**src/rtl/note_block_scroller_pkg.sv**
```systemverilog
// ============================================================================
// Module      : note_block_scroller_pkg
// Description : Shared frame geometry and FSM state encoding for the scroller.
// Revision    : 1.0 - initial release
// ============================================================================
`default_nettype none

package note_block_scroller_pkg;

    localparam int ROWS = 16;
    localparam int COLS = 4;

    typedef enum logic [1:0] {
        IDLE  = 2'd0,
        RUN   = 2'd1,
        FLUSH = 2'd2
    } scroll_state_t;

endpackage

`default_nettype wire

```
**src/rtl/note_block_scroller_fifo.sv**
```systemverilog
// ============================================================================
// Module      : note_row_fifo
// Description : Synchronous note-row FIFO with occupancy count and flush.
// Revision    : 1.0 - initial release
// ============================================================================
`default_nettype none

module note_row_fifo #(
    parameter int WIDTH = 4,
    parameter int DEPTH = 4,
    parameter int AW    = $clog2(DEPTH)
) (
    input  logic             clk,
    input  logic             rst_n,
    input  logic             push,
    input  logic [WIDTH-1:0] push_data,
    input  logic             pop,
    input  logic             flush,
    output logic [WIDTH-1:0] head,
    output logic             full,
    output logic             empty,
    output logic [AW:0]      count
);

    localparam logic [AW:0] C_DEPTH = (AW+1)'(DEPTH);

    logic [WIDTH-1:0] r_mem [DEPTH];
    logic [AW-1:0]    r_wr_ptr;
    logic [AW-1:0]    r_rd_ptr;
    logic [AW:0]      r_count;
    logic             w_push;
    logic             w_pop;

    assign full   = (r_count == C_DEPTH);
    assign empty  = (r_count == '0);
    assign count  = r_count;
    assign head   = r_mem[r_rd_ptr];
    assign w_push = push && !full;
    assign w_pop  = pop && !empty;

    always_ff @(posedge clk) begin
        if (w_push && !flush) begin
            r_mem[r_wr_ptr] <= push_data;
        end
    end

    always_ff @(posedge clk or negedge rst_n) begin
        if (!rst_n) begin
            r_wr_ptr <= '0;
            r_rd_ptr <= '0;
            r_count  <= '0;
        end else if (flush) begin
            r_wr_ptr <= '0;
            r_rd_ptr <= '0;
            r_count  <= '0;
        end else begin
            if (w_push) r_wr_ptr <= r_wr_ptr + 1'b1;
            if (w_pop)  r_rd_ptr <= r_rd_ptr + 1'b1;
            r_count <= r_count + (AW+1)'(w_push) - (AW+1)'(w_pop);
        end
    end

endmodule

`default_nettype wire

```
**src/rtl/note_block_scroller.sv**
```systemverilog
// ============================================================================
// Module      : note_block_scroller
// Description : Scrolls spawned note rows down the block frame and judges key
//               presses against the bottom hit window.
// Revision    : 1.0 - initial release
// ============================================================================
`default_nettype none

module note_block_scroller
    import note_block_scroller_pkg::*;
#(
    parameter int FIFO_DEPTH = 4,
    parameter int HIT_WIN    = 2
) (
    input  logic                 clk,
    input  logic                 rst_n,
    input  logic                 game_en,
    input  logic                 step_tick,
    input  logic                 note_valid,
    input  logic [COLS-1:0]      note_row,
    output logic                 note_ready,
    input  logic [COLS-1:0]      key_hit,
    output logic [ROWS*COLS-1:0] block_flat,
    output logic [COLS-1:0]      hit_pulse,
    output logic [COLS-1:0]      miss_pulse,
    output logic [COLS-1:0]      empty_press,
    output logic                 frame_upd,
    output logic                 busy
);

    localparam int          AW      = $clog2(FIFO_DEPTH);
    localparam logic [AW:0] C_DEPTH = (AW+1)'(FIFO_DEPTH);

    scroll_state_t                r_state;
    scroll_state_t                w_state_nxt;
    logic [ROWS-1:0][COLS-1:0]    r_frame;
    logic [ROWS-1:0][COLS-1:0]    w_judged;
    logic [ROWS-1:0][COLS-1:0]    w_frame_nxt;
    logic [COLS-1:0]              w_hit;
    logic [COLS-1:0]              w_empty;
    logic [COLS-1:0]              w_miss;
    logic [COLS-1:0]              w_spawn;
    logic [COLS-1:0]              w_fifo_head;
    logic                         w_fifo_full;
    logic                         w_fifo_empty;
    logic [AW:0]                  w_fifo_count;
    logic [AW:0]                  w_count_nxt;
    logic                         w_push;
    logic                         w_pop;
    logic                         w_flush;
    logic                         w_shift;

    assign block_flat = r_frame;
    assign w_push     = note_valid && note_ready;
    assign w_shift    = step_tick && (r_state != IDLE);
    assign w_pop      = step_tick && (r_state == RUN) && !w_fifo_empty;
    // Queued rows are discarded the moment the game stops.
    assign w_flush    = (r_state == RUN) && !game_en;
    assign w_spawn    = w_pop ? w_fifo_head : '0;

    note_row_fifo #(
        .WIDTH (COLS),
        .DEPTH (FIFO_DEPTH)
    ) u_fifo (
        .clk       (clk),
        .rst_n     (rst_n),
        .push      (w_push),
        .push_data (note_row),
        .pop       (w_pop),
        .flush     (w_flush),
        .head      (w_fifo_head),
        .full      (w_fifo_full),
        .empty     (w_fifo_empty),
        .count     (w_fifo_count)
    );

    // Judge on the pre-shift frame so a hit bit never also counts as a miss.
    always_comb begin
        w_judged = r_frame;
        w_hit    = '0;
        w_empty  = '0;
        if (r_state != IDLE) begin
            for (int c = 0; c < COLS; c++) begin
                if (key_hit[c]) begin
                    for (int r = ROWS-1; r >= ROWS-HIT_WIN; r--) begin
                        if (!w_hit[c] && r_frame[r][c]) begin
                            w_judged[r][c] = 1'b0;
                            w_hit[c]       = 1'b1;
                        end
                    end
                    w_empty[c] = !w_hit[c];
                end
            end
        end
    end

    always_comb begin
        w_frame_nxt = w_judged;
        w_miss      = '0;
        if (w_shift) begin
            w_miss      = w_judged[ROWS-1];
            w_frame_nxt = {w_judged[ROWS-2:0], w_spawn};
        end
    end

    always_comb begin
        w_state_nxt = r_state;
        case (r_state)
            IDLE:    if (game_en) w_state_nxt = RUN;
            RUN:     if (!game_en) w_state_nxt = FLUSH;
            FLUSH: begin
                if (game_en)
                    w_state_nxt = RUN;
                else if ((r_frame == '0) && w_fifo_empty)
                    w_state_nxt = IDLE;
            end
            default: w_state_nxt = IDLE;
        endcase
    end

    always_comb begin
        if (w_flush)
            w_count_nxt = '0;
        else
            w_count_nxt = w_fifo_count + (AW+1)'(w_push && !w_fifo_full)
                                       - (AW+1)'(w_pop);
    end

    always_ff @(posedge clk or negedge rst_n) begin
        if (!rst_n) begin
            r_state     <= IDLE;
            r_frame     <= '0;
            hit_pulse   <= '0;
            miss_pulse  <= '0;
            empty_press <= '0;
            frame_upd   <= 1'b0;
            busy        <= 1'b0;
            note_ready  <= 1'b0;
        end else begin
            r_state     <= w_state_nxt;
            r_frame     <= w_frame_nxt;
            hit_pulse   <= w_hit;
            miss_pulse  <= w_miss;
            empty_press <= w_empty;
            frame_upd   <= (w_frame_nxt != r_frame);
            busy        <= (w_state_nxt != IDLE);
            note_ready  <= (w_state_nxt != FLUSH) && (w_count_nxt != C_DEPTH);
        end
    end

endmodule

`default_nettype wire

```
**config.mk**
```make
export PLATFORM = sky130hd
export DESIGN_NAME = note_block_scroller
export DESIGN_NICKNAME = d
export VERILOG_FILES = /design/src/rtl/note_block_scroller_pkg.sv /design/src/rtl/note_block_scroller_fifo.sv /design/src/rtl/note_block_scroller.sv
export SDC_FILE = /design/constraint.sdc
export NUM_CORES = 1
export LEC_CHECK = 0
export ABC_AREA = 1
export BUFFER_PORTS_ARGS = -buffer_cell sky130_fd_sc_hd__buf_2
export CAP_MARGIN = 15
export CORE_ASPECT_RATIO = 0.5
export CORE_MARGIN = 10
export CORE_UTILIZATION = 51
export CTS_BUF_LIST = sky130_fd_sc_hd__clkbuf_8 sky130_fd_sc_hd__clkbuf_16
export CTS_CLUSTER_SIZE = 24
export DETAILED_ROUTE_END_ITERATION = 16
export PLACE_DENSITY_LB_ADDON = 0.3
export SLEW_MARGIN = 20
export SYNTH_ARGS = -nofsm -noshare
export SYNTH_HDL_FRONTEND = slang
export SYNTH_HIERARCHICAL = 1
export SYNTH_SLANG_ARGS = --single-unit
```
**constraint.sdc**
```tcl
create_clock -name clk -period 6.4 [get_ports clk]
set_input_delay 0.32 -clock clk [delete_from_list [all_inputs] [get_ports clk]]
set_output_delay 0.32 -clock clk [all_outputs]
set_load 0.01 [all_outputs]
```
==> results of run 1 <==
-- cells in the final DEF (no fill, tap or decap), drive strengths merged --
cell type / count
nand2: 198
nand3: 95
inv: 94
buf: 93
dfrtp: 88
nor2: 77
o21ai: 65
a21oi: 33
edfxtp: 16
nand4: 14
clkbuf: 9
ha: 8
o21bai: 7
nor4: 6
nor3: 6
o22ai: 4
xnor2: 2
fa: 2
bufinv: 2
clkinv: 2
or2: 2
o21a: 1
clkinvlp: 1
dlygate4sd3: 1
-- power by group --
part	internal (mW)	switching [mW]	total (mW)	leakage, nW
Clock	0.347	0.254	0.601	0.157
Combinational	0.390	0.670	1.06	1.90
Sequential	0.851	0.241	1.09	1.32
-- per-stage QoR --
step                      hold slack [ns]  cells
after floorplan                    0.0244    741
after global placement              0.142    954
after detailed placement            0.143    954
after CTS                           0.181    971
after global routing                0.189    971
final                               0.189    971
-- worst reg2reg max path: stages (launching register included) --
cell	delay, ns
dfrtp_1	0.47
inv_2	0.10
nand2_4	0.18
nand2_2	0.10
buf_4	0.71
nor2_1	0.13
nand2_1	0.10
o21ai_0	0.07
nor2_1	0.17
nand2_1	0.13
nor2_1	0.11
nand2_1	0.05
nor2_1	0.09
nand2_1	0.05
-- flip-flops by register name (all words and copies together) (netlist names) --
register / count
block_flat: 64
u_fifo/r_mem: 16
empty_press: 4
hit_pulse: 4
miss_pulse: 4
u_fifo/count: 3
r_state: 2
u_fifo/r_rd_ptr: 2
u_fifo/r_wr_ptr: 2
busy: 1
frame_upd: 1
note_ready: 1
-- timing repair --
item,CTS,global route
gates resized for setup,0,0
buffers inserted,0,0
hold endpoints to repair,7,0
hold buffers,1,0
-- cell families after synthesis --
| kind of cell | count (synthesis) |
|---|---|
| DFF | 104 |
| and+or+nand+nor | 398 |
| AOI/OAI and AO/OA | 110 |
| buffers and inverters | 117 |
| xor gates and xnor gates | 2 |
| adders and majority gates | 10 |
-- synth_stat cells (6+ instances only) --
master and instances:
o21bai_1 7, nand4_1 14, ha_1 8, clkbuf_1 7, o21ai_0 58, buf_6 9, nor2_2 9, dfrtp_1 88
nand2_1 190, inv_1 88, nand3_1 95, nor4_1 6, nor2_1 65, a21oi_1 33, o21ai_1 7, edfxtp_1 16
nor3_1 6
-- final timing paths --
kind                       cells past startpoint  slack (ns)                            to                     start
max                                           13        3.83           frame_upd$_DFF_PN0_      r_state[0]$_DFF_PN0_
max in group asynchronous                      3        5.12      block_flat[19]$_DFF_PN0_                     rst_n
min in group asynchronous                      2        0.32       miss_pulse[2]$_DFF_PN0_                     rst_n
min reg2reg                                    1        0.55      empty_press[0]$_DFF_PN0_  block_flat[56]$_DFF_PN0_
max reg2reg                                   13        3.83           frame_upd$_DFF_PN0_      r_state[0]$_DFF_PN0_
min                                            1        0.19  u_fifo/r_mem[1][1]$_DFFE_PP_               note_row[1]
-- metal layers --
metal,part of all wire,vias to the layer above
met4,0.012,2
met1,0.47,2392
li1,-,2574
met2,0.46,156
met3,0.060,19
met5,0.00062,-
-- final cells by class --
cell class	instances	share of cell area
clock buffers	9	0.0345
clock inverters	7	0.0157
inverters	92	0.0533
multi-input cells	520	0.383
flip-flops and latches	104	0.411
well taps	145	0.0278
repair buffers	94	0.0746
==> results.yml, run 1 <==
synth:
  ys_ff_latch: 104
  synth_nets: 764
  synth_warnings: 6
  yosys.area_share.simple: 0.309
  synthTopCellsByArea: "dfrtp_1, nand2_1, edfxtp_1"
  synthAdderAreaFrac: 0.0245
  yosysSeqAreaShare: 0.470
  synth_top_family_by_area: "simple AND/OR/NAND/NOR gates"
  synth_top_flop_cell: "dfrtp_1"
  synthArstFlopShare: 0.846
  syn_inst: 741
  muxShareOfSynthArea: 0
  syn_avg_cell_area_um2: 7.71
  synth_cell_types: 31
  synth_xor_area_frac: 0.00307
  synth_top_area_cell: "dfrtp_1"
  syn-cell-area_um2: 5710
  synth_compound_area_frac: 0.101
  synth_edf_count: 16
  synth_top_area_frac: 0.386
cells_and_area:
  final_core_util: 0.594
  drive_above_1_share: 0.162
  nFillCells: 1006
  seqCellArea_um2: 2680
  antenna_cells: 0
  multi_input_area_um2: 2500
  fin_nets: 844
  fin_area_um2: 6520
  syn_to_final_growth_pct: 14.2
power:
  p_leak_nw: 3.37
  power.density_nw_per_um2: 422
  total_power_mw: 2.75
  ir_drop_uv: 196
clock_tree:
  clock_path_buffers: 2
  htreeDepth: 3
  cts_buffers: 9
  cts_tree: "done"
  cts_root_buffer: "clkbuf_16"
  clkSinkCount: 104
  clkTransAtPathRegs_ns: 0.07
  clock_latency_ns: 0.35
timing:
  fmax_mhz: 389
  hold_viol: 0
  timing.final.crit_share: 0.402
  finalWorstSetupSlack_ns: 3.83
  slew_violations: 0
  rsz0062_at_grt: "no"
  worstMarginPinSlew_ns: 1.08
  fin_worst_skew_ns: 0.00558
  final.setup.tns_ns: 0
  fin_crit_ns: 2.57
  final-setup-viol-count: 0
  maxSlewHeadroom: 0.280
placed_design:
  dp_hpwl_mm: 10.4
  place_area_um2: 6180
  io_buffers: 91
  place_ws_ns: 3.68
  gp_congestion: 0.896
global_routing:
  gr-total-overflow: 0
  grt_use_met2: 0.286
  grt_pass1_vias: 4668
  grt_max_degree: 94
  grt_pass1_wl_mm: 24.0
  top_usage_layer: "met2"
  use_met1: 0.247
  grtUsageMet3: 0.0454
  grt_use_total: 0.182
  antenna_found_initial: 1
route:
  ant_nets: 0
  vias: 5143
  drt_iter0_markers: 429
  drc_errors: 0
  firstDrtPassIters: 5
  wl_mm: 14.5
  wl_per_cell_um: 14.9
  post_drt_via_cell_ratio: 5.30
floorplanning:
  core_um2: 11000
  fp.dieH_um: 94.8
  die_w_um: 170
  start_util: 0.520
  row_count: 27
  io_pins: 92
  die_area_um2: 16100
status:
  status: "complete, no violations"
critical_path:
  critPathMaxStageDelay_ns: 0.71
  start_kind: "flip-flop"
  worstSetupPathType: "flip-flop to flip-flop"
  crit_fanout: 93
  crit_chain: "inv_2, nand2_4, nand2_2, buf_4, nor2_1, nand2_1, o21ai_0, nor2_1, nand2_1, nor2_1, nand2_1, nor2_1, nand2_1"
  crit_path_end_kind: "flip-flop"
  worstPathRequired_ns: 6.64
  path_delay_family: "simple AND/OR/NAND/NOR gates"
  critical-path-slowest-cell: "buf_4"
  cp.arrival_ns: 2.81
  crit_buf_inv: 2
job:
  drv_cap: 0
min_path:
  min_path_type: "input port to flip-flop"
No activity file was read; power rests on OpenSTA's default activity.
==> run 2: changes to the inputs <==
- clock period: 6.4 -> 2.51 ns (I/O delays scaled with it)
==> results.yml, run 2 (synthesis gave the netlist of run 1 again) <==
timing:
  final-setup-viol-count: 0
  finalWorstSetupSlack_ns: 0.220
  fin_crit_ns: 2.29
  timing.final.crit_share: 0.912
  fmax_mhz: 437
  fin_worst_skew_ns: 0.00467
  fin_hold_ws_ns: 0.00869
  hold_viol: 0
  worstMarginPinSlew_ns: 0.616
  maxSlewHeadroom: 0.589
  final.setup.tns_ns: 0
  slew_violations: 0
  rsz0062_at_grt: "no"
global_routing:
  grt_pass1_vias: 4690
  grt_pass1_wl_mm: 23.8
  antenna_found_initial: 1
  grt_max_degree: 94
  gr-total-overflow: 0
  grt_use_total: 0.178
floorplanning:
  start_util: 0.520
  row_count: 27
  fp.dieH_um: 94.8
  core_um2: 11000
  die_area_um2: 16100
  io_pins: 92
  die_w_um: 170
clock_tree:
  cts_buffers: 9
  clock_path_buffers: 2
  clock_latency_ns: 0.34
  clkSinkCount: 104
  cts_tree: "done"
  cts_root_buffer: "clkbuf_16"
  clkTransAtPathRegs_ns: 0.07
  htreeDepth: 3
placed_design:
  place_ws_ns: 0.107
  io_buffers: 91
  gp_congestion: 0.879
  dp_hpwl_mm: 10.4
critical_path:
  critical-path-slowest-cell: "dfrtp_1"
  critPathMaxStageDelay_ns: 0.41
  r2r_start: "u_fifo/count[0]$_DFF_PN0_"
  worstSetupPathType: "flip-flop to flip-flop"
  r2r_slack_ns: 0.22
  path_common_cell: "inv_1"
  cp.arrival_ns: 2.55
  rr_worst_depth: 16
  crit_path_end_kind: "flip-flop"
  start_kind: "flip-flop"
  crit_fanout: 8
  timing.rr.end: "u_fifo/count[2]$_DFF_PN0_"
  worstPathRequired_ns: 2.77
  crit_chain: "nor2_4, nand2_2, inv_1, inv_1, nand2_1, nor2_4, nand2_1, inv_1, ha_1, inv_1, ha_1, inv_1, fa_1, nand3_1, nand2_1, nor2_1"
cells_and_area:
  final_common_cell: "nand2_1"
  syn_to_final_growth_pct: 16.1
  final_cell_mix: "nand2_1, nand3_1, buf_2"
  fin_nets: 851
  antenna_cells: 0
  nFillCells: 1013
  largest_reg_flops: 64
  drive_above_1_share: 0.170
min_path:
  hold_depth: 1
  timing.hold.worst.start: "note_row[3]"
  hold-path-endpoint: "u_fifo/r_mem[3][3]$_DFFE_PP_"
  min_path_type: "input port to flip-flop"
power:
  power.density_nw_per_um2: 1060
  p_leak_nw: 3.41
  ir_drop_uv: 449
route:
  wl_per_cell_um: 14.7
  wl_mm: 14.3
  firstDrtPassIters: 5
  ant_nets: 0
  post_drt_via_cell_ratio: 5.29
  drt_iter0_markers: 410
  drc_errors: 0
  vias: 5177
status:
  status: "complete, no violations"
job:
  drv_cap: 0
## run 2: cell types whose count changed in the layout (fill, tap and decap cells not counted), sizes merged
cell      before  now
clkinvlp       1    3
inv           94   92
buf           93  100
## run 2: final cells by class
cell class	instances	area, um2	share of cell area
flip-flops and latches	104	2680	0.405
multi-input cells	520	2510	0.378
repair buffers	101	586	0.0884
inverters	92	348	0.0525
clock buffers	9	225	0.0340
well taps	145	181	0.0274
clock inverters	7	96.3	0.0145
## run 2: critical path: cells and delay by family (launching register included)
kind / cells / cell delay (ns)
and+or+nand+nor: 8 / 0.74
buffers and inverters: 5 / 0.28
DFF: 1 / 0.41
adders and majority gates: 3 / 0.79
## run 2: how the worst max path moves through the flow
stage / slack, ns / start / endpoint
floorplan: 0.30 / u_fifo/count[1]$_DFF_PN0_ / u_fifo/count[2]$_DFF_PN0_
global placement: 0.22 / u_fifo/count[2]$_DFF_PN0_ / u_fifo/count[2]$_DFF_PN0_
detailed placement: 0.11 / u_fifo/count[2]$_DFF_PN0_ / u_fifo/count[2]$_DFF_PN0_
CTS: 0.07 / u_fifo/count[2]$_DFF_PN0_ / u_fifo/count[2]$_DFF_PN0_
global route: 0.02 / u_fifo/count[0]$_DFF_PN0_ / u_fifo/count[2]$_DFF_PN0_
finish: 0.22 / u_fifo/count[0]$_DFF_PN0_ / u_fifo/count[2]$_DFF_PN0_
## run 2: timing repair
item | 4_1_cts | 5_1_grt
endpoints found under the hold margin | 44 | 0
resized for setup | 0 | 3
hold buffers | 1 | 0
buffers inserted | 0 | 3
setup endpoints to repair | 0 | 3
## run 2: routing by layer
| metal | up-vias | track usage | share of wire |
|---|---|---|---|
| met4 | 2 | 0.0312 | 0.0045 |
| met1 | 2437 | 0.240 | 0.47 |
| met3 | 9 | 0.0404 | 0.057 |
| met2 | 138 | 0.294 | 0.47 |
| met5 | - | 0 | 0.00077 |
| li1 | 2591 | - | - |
## run 2: stage by stage
step	util	total power [mW]	cell area [um2]	std cells
CTS	0.601	7.04	6590	975
finish	0.604	7.03	6630	978
global route	0.604	7.63	6630	978
global placement	0.570	5.46	6260	958
floorplan	-	4.51	5710	741
detailed placement	0.570	5.53	6260	958
## run 2: report_power, final
group,leakage [nW],internal (mW),switching [mW]
sequential,1.31,2.17,0.589
combinational,1.95,1.05,1.73
clock,0.148,0.874,0.617
==> run 3: changes to the inputs <==
- ABC_AREA: 1 -> 0
==> results.yml, run 3 <==
status:
  status: "complete, no violations"
synth:
  synthArstFlopShare: 0.846
  synth_top_area_frac: 0.426
  yosysSeqAreaShare: 0.519
  synth_edf_count: 16
  yosys-top-cells-count: "nand2_1, dfrtp_1, o21ai_1"
  ys_ff_latch: 104
  syn_inst: 535
  synth_top_flop_cell: "dfrtp_1"
  synth_cell_types: 59
  syn-cell-area_um2: 5170
  synth_warnings: 6
  synth_nets: 558
  syn_avg_cell_area_um2: 9.66
  synth_most_common_cell: "nand2_1"
  synthTopCellsByArea: "dfrtp_1, nand2_1, edfxtp_1"
  synth_top_area_cell: "dfrtp_1"
floorplanning:
  fp.dieH_um: 91.2
  die_w_um: 162
  row_count: 25
  io_pins: 92
  die_area_um2: 14800
  core_um2: 9670
  start_util: 0.535
route:
  vias: 4239
  wl_per_cell_um: 18.1
  drt_iter0_markers: 393
  drc_errors: 0
  post_drt_via_cell_ratio: 5.48
  ant_nets: 0
  wl_mm: 14.0
  firstDrtPassIters: 5
placed_design:
  io_buffers: 91
  gp_congestion: 0.972
  dp_hpwl_mm: 10.2
  place_ws_ns: 0.161
clock_tree:
  cts_root_buffer: "clkbuf_16"
  cts_buffers: 9
  clkTransAtPathRegs_ns: 0.06
  cts_repair_resize_count: 0
  clock_latency_ns: 0.35
  htreeDepth: 3
  clkSinkCount: 104
  cts_tree: "done"
  clock_path_buffers: 2
global_routing:
  use_met1: 0.244
  grt_use_met2: 0.304
  grt_use_total: 0.190
  gr-total-overflow: 0
  grt_pass1_wl_mm: 22.6
  grt_pass1_vias: 4117
  grt_max_degree: 67
  top_usage_layer: "met2"
  antenna_found_initial: 2
  grtUsageMet3: 0.0626
timing:
  slew_violations: 0
  worstMarginPinSlew_ns: 0.659
  fin_crit_ns: 2.34
  finalWorstSetupSlack_ns: 0.172
  hold_viol: 0
  final.setup.tns_ns: 0
  maxSlewHeadroom: 0.560
  timing.final.crit_share: 0.932
  final-setup-viol-count: 0
  fin_worst_skew_ns: 0.00789
  rsz0062_at_grt: "no"
  fmax_mhz: 428
power:
  p_leak_nw: 3.04
  ir_drop_uv: 469
  power.density_nw_per_um2: 1220
cells_and_area:
  multi_input_area_um2: 2270
  final_cell_mix: "nand2_1, buf_2, dfrtp_1"
  syn_to_final_growth_pct: 19.4
  final_common_cell: "nand2_1"
  largest_reg_flops: 64
  seqCellArea_um2: 2680
  nFillCells: 821
  drive_above_1_share: 0.207
  fin_nets: 655
critical_path:
  crit_path_end_kind: "flip-flop"
  crit_fanout: 5
  start_kind: "flip-flop"
  cp.arrival_ns: 2.56
  worstPathRequired_ns: 2.73
  worstSetupPathType: "flip-flop to flip-flop"
job:
  drv_cap: 0
min_path:
  min_path_type: "input port to flip-flop"
## run 3: cell types whose count changed in the layout (fill, tap and decap cells not counted), sizes merged, moves of 7 or more
cell | previous run | this run
a21oi | 33 | 5
inv | 92 | 25
nor4 | 6 | 16
o21ai | 65 | 41
nor2b | 0 | 11
nand2b | 0 | 7
nor2 | 77 | 16
nand2 | 198 | 145
nand3 | 95 | 12
xnor2 | 2 | 26
xor2 | 0 | 14
## run 3: logic make-up after synthesis
family,after synthesis,synth area share
xor+xnor,40,0.0678
fa+ha+maj,10,0.0271
flops,104,0.519
compound gates,76,0.0968
mux,5,0.0194
simple gates,252,0.227
buf+inv,48,0.0426
## run 3: final timing paths
path	startpoint	end	slack, ns	cells after the start
setup reg to reg	u_fifo/count[2]$_DFF_PN0_	note_ready$_DFF_PN0_	0.17	10
hold / removal	game_en	r_state[1]$_DFF_PN0_	0.005	2
setup / recovery	u_fifo/count[2]$_DFF_PN0_	note_ready$_DFF_PN0_	0.17	10
hold reg to reg	block_flat[62]$_DFF_PN0_	empty_press[2]$_DFF_PN0_	0.57	1
min in group asynchronous	rst_n	block_flat[4]$_DFF_PN0_	0.35	2
max in group asynchronous	rst_n	block_flat[62]$_DFF_PN0_	1.52	3
## run 3: metrics by stage
stage | power [mW] | cells | utilization | cell area (um2) | hold slack (ns)
after floorplan | 4.88 | 535 | - | 5170 | -0.170
after global placement | 6.07 | 750 | 0.601 | 5810 | 0.194
after detailed placement | 6.13 | 750 | 0.601 | 5810 | 0.203
after CTS | 7.57 | 772 | 0.638 | 6170 | 0.00405
after global routing | 8.07 | 772 | 0.638 | 6170 | 0.0157
final | 7.54 | 773 | 0.638 | 6170 | 0.00492
## run 3: critical path: stages (launching register included)
cell      delay (ns)
dfrtp_1         0.44
nor3_2          0.14
and4bb_1        0.27
ha_1            0.29
inv_1           0.04
ha_1            0.18
fa_1            0.38
xnor2_1         0.20
xnor2_1         0.08
nor3_1          0.13
nor2_1          0.05
## run 3: metal layers
layer | up-vias | part of all wire | routed length, um
met5 | - | 0 | 0
met4 | 0 | 0.0076 | 107
met3 | 10 | 0.072 | 1010
met2 | 128 | 0.48 | 6720
met1 | 2073 | 0.44 | 6180
li1 | 2028 | - | -
## run 3: final cells by class
cell class                 count  area share
sequential                   104       0.435
multi-input combinational    383       0.368
timing repair buffer         111       0.107
clock buffer                  10      0.0387
tap                          135      0.0274
inverter                      23      0.0140
clock inverter                 6     0.00973
antenna                        1    0.000406
## run 3: repair_timing
item,in CTS,in global routing
hold buffers,6,0
hold endpoints to repair,65,0
setup endpoints to repair,0,0
setup buffers,0,0
## run 3: where the power goes
group | leakage [nW] | switching (mW) | total, mW | internal (mW)
logic | 1.57 | 1.59 | 3.01 | 1.41
registers | 1.32 | 0.915 | 3.12 | 2.21
clock network | 0.150 | 0.617 | 1.41 | 0.797
